File: config.mk
export PLATFORM = sky130hd
export DESIGN_NAME = pe_reg_file_flat
export DESIGN_NICKNAME = d
export VERILOG_FILES = /design/src/rtl/pe_reg_file_pkg.sv /design/src/rtl/pe_reg_file_if.sv /design/src/rtl/pe_reg_file.sv /design/src/flat_wrapper.sv
export SDC_FILE = /design/constraint.sdc
export NUM_CORES = 1
export LEC_CHECK = 0
export ABC_AREA = 1
export CORE_ASPECT_RATIO = 1.5
export CORE_MARGIN = 4
export CORE_UTILIZATION = 56
export CTS_CLUSTER_SIZE = 28
export DETAILED_ROUTE_END_ITERATION = 7
export PLACE_DENSITY = 0.76
export SLEW_MARGIN = 10
export SYNTH_ARGS = -nofsm -noshare
export SYNTH_HDL_FRONTEND = slang
export SYNTH_SLANG_ARGS = --single-unit
File: constraint.sdc
create_clock -name clk -period 2.25 [get_ports clk]
set_clock_uncertainty 0.1 [all_clocks]
set_input_delay 0.225 -clock clk [delete_from_list [all_inputs] [get_ports clk]]
set_output_delay 0.225 -clock clk [all_outputs]
set_load 0.01 [all_outputs]
File: src/rtl/pe_reg_file_pkg.sv
// Shared PE package: instance sizing constants and activation direction codes
// used by the PE activation wrapper around its two ping-pong register files.
package pe_reg_file_pkg;

    // Default operand width and entry count of one PE register file.
    localparam int PE_DATA_WIDTH      = 16;
    localparam int PE_ACT_NO          = 16;
    localparam int PE_ACT_ADDR_WIDTH  = $clog2(PE_ACT_NO);

    // Which of the two register files currently acts as the input store.
    typedef enum logic {
        ACT_DIR_0 = 1'b0,
        ACT_DIR_1 = 1'b1
    } act_dir_e;

endpackage

File: src/rtl/pe_reg_file_if.sv
// Access bus of one PE register file: write port, registered read port,
// bulk clear and the per-entry zero-flag vector.
interface pe_reg_file_if
    import pe_reg_file_pkg::*;
#(
    parameter int BIT_WIDTH = PE_DATA_WIDTH,
    parameter int REG_DEPTH = PE_ACT_NO
);
    localparam int ADDR_WIDTH = $clog2(REG_DEPTH);

    logic                  clear;
    logic                  read_en;
    logic [ADDR_WIDTH-1:0] read_addr;
    logic [BIT_WIDTH-1:0]  read_data;
    logic                  write_en;
    logic [ADDR_WIDTH-1:0] write_addr;
    logic [BIT_WIDTH-1:0]  write_data;
    logic [REG_DEPTH-1:0]  zeros;

    // Client side: issues reads, writes and clears.
    modport master (
        output clear, read_en, read_addr, write_en, write_addr, write_data,
        input  read_data, zeros
    );

    // Register file side.
    modport slave (
        input  clear, read_en, read_addr, write_en, write_addr, write_data,
        output read_data, zeros
    );
endinterface

File: src/rtl/pe_reg_file.sv
// Flat per-PE operand register file: one synchronous write port, one
// registered read port, bulk synchronous clear and a combinational
// zero-flag per entry.
// Optional macro PE_REGFILE_BYPASS_EN: forwards same-address write data to
// the read port (write-first); otherwise reads return the old contents.
module pe_reg_file
    import pe_reg_file_pkg::*;
#(
    parameter int BIT_WIDTH = PE_DATA_WIDTH,
    parameter int REG_DEPTH = PE_ACT_NO
) (
    input  logic         clk,
    input  logic         rst_n,
    pe_reg_file_if.slave bus
);
    localparam int ADDR_WIDTH = $clog2(REG_DEPTH);
    // Depth as an address-sized-plus-one value so range checks stay width-clean
    // for depths that are not powers of two.
    localparam logic [ADDR_WIDTH:0] DEPTH_L = REG_DEPTH[ADDR_WIDTH:0];

    logic [BIT_WIDTH-1:0] mem_reg [REG_DEPTH];
    logic [BIT_WIDTH-1:0] read_data_reg;
    logic [BIT_WIDTH-1:0] read_data_next;
    logic                 write_in_range;
    logic                 read_in_range;

    assign write_in_range = ({1'b0, bus.write_addr} < DEPTH_L);
    assign read_in_range  = ({1'b0, bus.read_addr}  < DEPTH_L);

    // Storage update: clear wins over a same-cycle write; out-of-range writes drop.
    always_ff @(posedge clk or negedge rst_n) begin
        if (!rst_n) begin
            for (int i = 0; i < REG_DEPTH; i++) begin
                mem_reg[i] <= '0;
            end
        end else if (bus.clear) begin
            for (int i = 0; i < REG_DEPTH; i++) begin
                mem_reg[i] <= '0;
            end
        end else if (bus.write_en && write_in_range) begin
            mem_reg[bus.write_addr] <= bus.write_data;
        end
    end

    // Next read value: holds when idle, zero outside the array, old contents
    // (or forwarded write data) on a same-address collision.
    always_comb begin
        read_data_next = read_data_reg;
        if (bus.read_en) begin
            if (read_in_range) begin
                read_data_next = mem_reg[bus.read_addr];
`ifdef PE_REGFILE_BYPASS_EN
                if (bus.write_en && !bus.clear && (bus.write_addr == bus.read_addr)) begin
                    read_data_next = bus.write_data;
                end
`endif
            end else begin
                read_data_next = '0;
            end
        end
    end

    // Read data register; clear leaves it untouched.
    always_ff @(posedge clk or negedge rst_n) begin
        if (!rst_n) begin
            read_data_reg <= '0;
        end else begin
            read_data_reg <= read_data_next;
        end
    end

    assign bus.read_data = read_data_reg;

    // Zero detect straight from storage, so flags track the post-edge state.
    generate
        for (genvar gi = 0; gi < REG_DEPTH; gi++) begin : g_zero
            assign bus.zeros[gi] = (mem_reg[gi] == '0);
        end
    endgenerate

endmodule

File: src/flat_wrapper.sv
// flat-port wrapper written by rule: the top's interface ports become plain ports
module pe_reg_file_flat import pe_reg_file_pkg::*;
#(
    parameter int BIT_WIDTH = PE_DATA_WIDTH,
    parameter int REG_DEPTH = PE_ACT_NO
)
  (clk, rst_n, bus_clear, bus_read_en, bus_read_addr, bus_write_en, bus_write_addr, bus_write_data, bus_read_data, bus_zeros);
  pe_reg_file_if #(.BIT_WIDTH(BIT_WIDTH), .REG_DEPTH(REG_DEPTH)) bus_i ();
  input  logic clk;
  input  logic rst_n;
  input wire logic [$bits(bus_i.clear)-1:0] bus_clear;
  input wire logic [$bits(bus_i.read_en)-1:0] bus_read_en;
  input wire logic [$bits(bus_i.read_addr)-1:0] bus_read_addr;
  input wire logic [$bits(bus_i.write_en)-1:0] bus_write_en;
  input wire logic [$bits(bus_i.write_addr)-1:0] bus_write_addr;
  input wire logic [$bits(bus_i.write_data)-1:0] bus_write_data;
  output wire logic [$bits(bus_i.read_data)-1:0] bus_read_data;
  output wire logic [$bits(bus_i.zeros)-1:0] bus_zeros;
  assign bus_i.clear = bus_clear;
  assign bus_i.read_en = bus_read_en;
  assign bus_i.read_addr = bus_read_addr;
  assign bus_i.write_en = bus_write_en;
  assign bus_i.write_addr = bus_write_addr;
  assign bus_i.write_data = bus_write_data;
  assign bus_read_data = bus_i.read_data;
  assign bus_zeros = bus_i.zeros;
  pe_reg_file #(.BIT_WIDTH(BIT_WIDTH), .REG_DEPTH(REG_DEPTH)) u_core (.clk(clk), .rst_n(rst_n), .bus(bus_i));
endmodule
==> metrics <==
Clk pwr share=0.409; final HPWL from detailed placement=27.06 mm; routed length per instance=20.54 µm; I/O pins=61; pwr/cell area=710.2 mW/mm²; Final period util=0.9679; die width=133.9 µm; clock sinks=272; Seq pwr share=0.468; Startpoint Class=flop; 1st-iter DRT viols=1617; maxcap violations=0; Avg Cell Area, Syn=8.174 µm²; CP max stage delay=400 ps; DR DRC count=0; setup bufs post-CTS=0; Hold Path Class=input pin to asynchronous set/reset pin; Worst R2R Setup Slack=830 ps; Worst EP required=1920 ps; r2r startpoint=u_core.mem_reg[168]; share of layout cells above drive strength 1=0.08412; crit path cell chain=inv_1 > nand4_1 > nor4_2 > dlygate4sd2_1; Fmax=459.2 MHz; post-synthesis sequential area ratio=0.5112; fillers=1948; Synth Net Count=1658; largest net degree at the start of global routing=65; Total Wirelength=41.15 mm; Area Growth Syn to Fin=13.56%; final net count=1698; DP Area=0.01421 mm²; remaining antenna violation count=0; Detailed Routing Iterations Pass 1=6; n_diodes=0; Remaining Overflow, GRT=0; vias in the first global route=12000; clk root buf=clkbuf_16; FF+latch count, synth=272; Post-Syn Area=0.01332 mm²; final core utilization=0.6510; Clk pin slew, worst setup/hold paths=70 ps; Post-Synthesis Cells=1629; Largest register FFs=256; Num CTS Buffers=25; Starting Density=0.5733; worst slew pin tran=548.2 ps; Sw Ratio=0.2640; via count=12210; critical path capture point type=primary output; Multi-input gate area=0.004926 mm²; CTS tree=built; FF-to-FF End=u_core.bus.read_data[8]; Setup-failing EPs final=0; final slew viol count=0; die area=0.02636 mm²; status=complete, no violations; logic gate share of total power=0.124; All-Layer GR Usage=0.3079; fin crit period=2178 ps; initial antenna violation count=0; mean number of vias per cell=6.097; worst vdd ir=708.6 µV; TNS Setup=0 ps; area leader, netlist=dfrtp_1; Yosys Warn Count=0; most frequent cells in the layout=414 x nand2_1, 272 x dfrtp_1, 264 x inv_1, 256 x o22ai_1, 192 x nand3_1; ranking of synthesized cells by area=dfrtp_1 51%, o22ai_1 12%, nand2_1 12%; final hold vios=0; PortBufs=60; unrepaired setup endpoints after global routing=no; post-route cell area=0.01512 mm²; std cell rows=68; Reg2Reg Depth=8; Die Ht=196.9 µm; Data arrival, critical path=1850 ps; Power Internal=0.007904 W; Netlist cell types=15; Max-slew headroom=0.6337; Synth top area share=0.5112; critical setup path kind=flop to primary output; NetSw=0.002835 W; clock buffer depth=3; RD Place Congestion=0.9260; most common cell after layout, fill and taps aside=nand2_1; Leak=6.853 nW; Register Area=0.006807 mm²; worst-path fanout max=2; first-pass GRT wire length=63.66 mm; Clk Latency, worst-skew pair=540 ps; Slowest-stage cell, CP=dfrtp_1; H-Tree Depth=1; Core Region=0.02323 mm²
[worst max-delay path: cells and delay by family, from the launching register on]
kind | cells | cell delay [ps]
DFF | 1 | 400
and+or+nand+nor | 2 | 510
buffers and inverters | 2 | 410
[per-layer routing]
layer,global-route usage,vias up,wire length [µm]
li1,-,5533,-
met1,0.3840,5890,15360
met2,0.5166,622,20200
met3,0.04060,168,2869
met4,0.1758,0,2713
met5,0,-,0
[Yosys cell counts]
cell type and count:
dfrtp_1 272, buf_6 23, buf_2 32, inv_2 2
clkbuf_1 27, nor2_1 16, buf_1 10, nand2_2 26
buf_4 15, inv_1 264, nand4_1 64, nor4_1 16
nand3_1 192, o22ai_1 256, nand2_1 414
[kinds of logic (layout without fill, tap and decap cells)]
logic type / count (synthesis) / in the layout / share of synthesized area
AO/OA/AOI/OAI: 256 / 256 / 0.1203
buffers and inverters: 373 / 432 / 0.1254
flip-flops: 272 / 272 / 0.5112
AND/OR/NAND/NOR: 728 / 728 / 0.2432
[stage by stage]
step                setup slack [ps]  hold WS [ps]  cells  power (W)
global route                   8.761         175.1   2003    0.01105
finish                         72.17         137.3   2003    0.01074
CTS                            49.87         152.7   2003    0.01075
floorplan                      966.3        -170.6   1629   0.005801
detailed placement             111.3         99.72   1956   0.006423
global placement               123.8         105.4   1956   0.006410
[timing repair]
action,4_1_cts,5_1_grt
hold endpoints to repair,154,0
gates cloned,0,0
pin swaps,4,1
hold buffers,1,0
resized for setup,28,4
endpoints found under the setup margin,16,2
[worst max-delay path by stage]
stage                              startpoint            end  slack [ps]  cells after the start
after global placement      u_core.mem_reg[4]  bus_zeros[15]         120                      5
after global routing       u_core.mem_reg[48]  bus_zeros[12]           9                      4
after floorplan           u_core.mem_reg[240]   bus_zeros[0]         970                      3
after CTS                 u_core.mem_reg[144]   bus_zeros[6]          50                      5
final                     u_core.mem_reg[214]   bus_zeros[2]          70                      4
after detailed placement    u_core.mem_reg[0]  bus_zeros[15]         110                      5
[layout make-up]
type	instances	area share
Sequential cell	272	0.4501
Timing Repair Buffer	120	0.07654
Clock buffer	33	0.04468
Tap cell	315	0.02607
Inverter	266	0.06611
Clock inverter	13	0.01067
Multi-Input combinational cell	984	0.3258
[power groups by stage]
stage	registers (W)	logic, W	clock network (W)
2_1_floorplan	0.00512	0.000678	0
3_3_place_gp	0.00511	0.00130	0
3_5_place_dp	0.00512	0.00131	0
4_1_cts	0.00502	0.00131	0.00442
5_1_grt	0.00503	0.00141	0.00460
6_report	0.00502	0.00133	0.00439
Power figures use the tool's default switching activity.
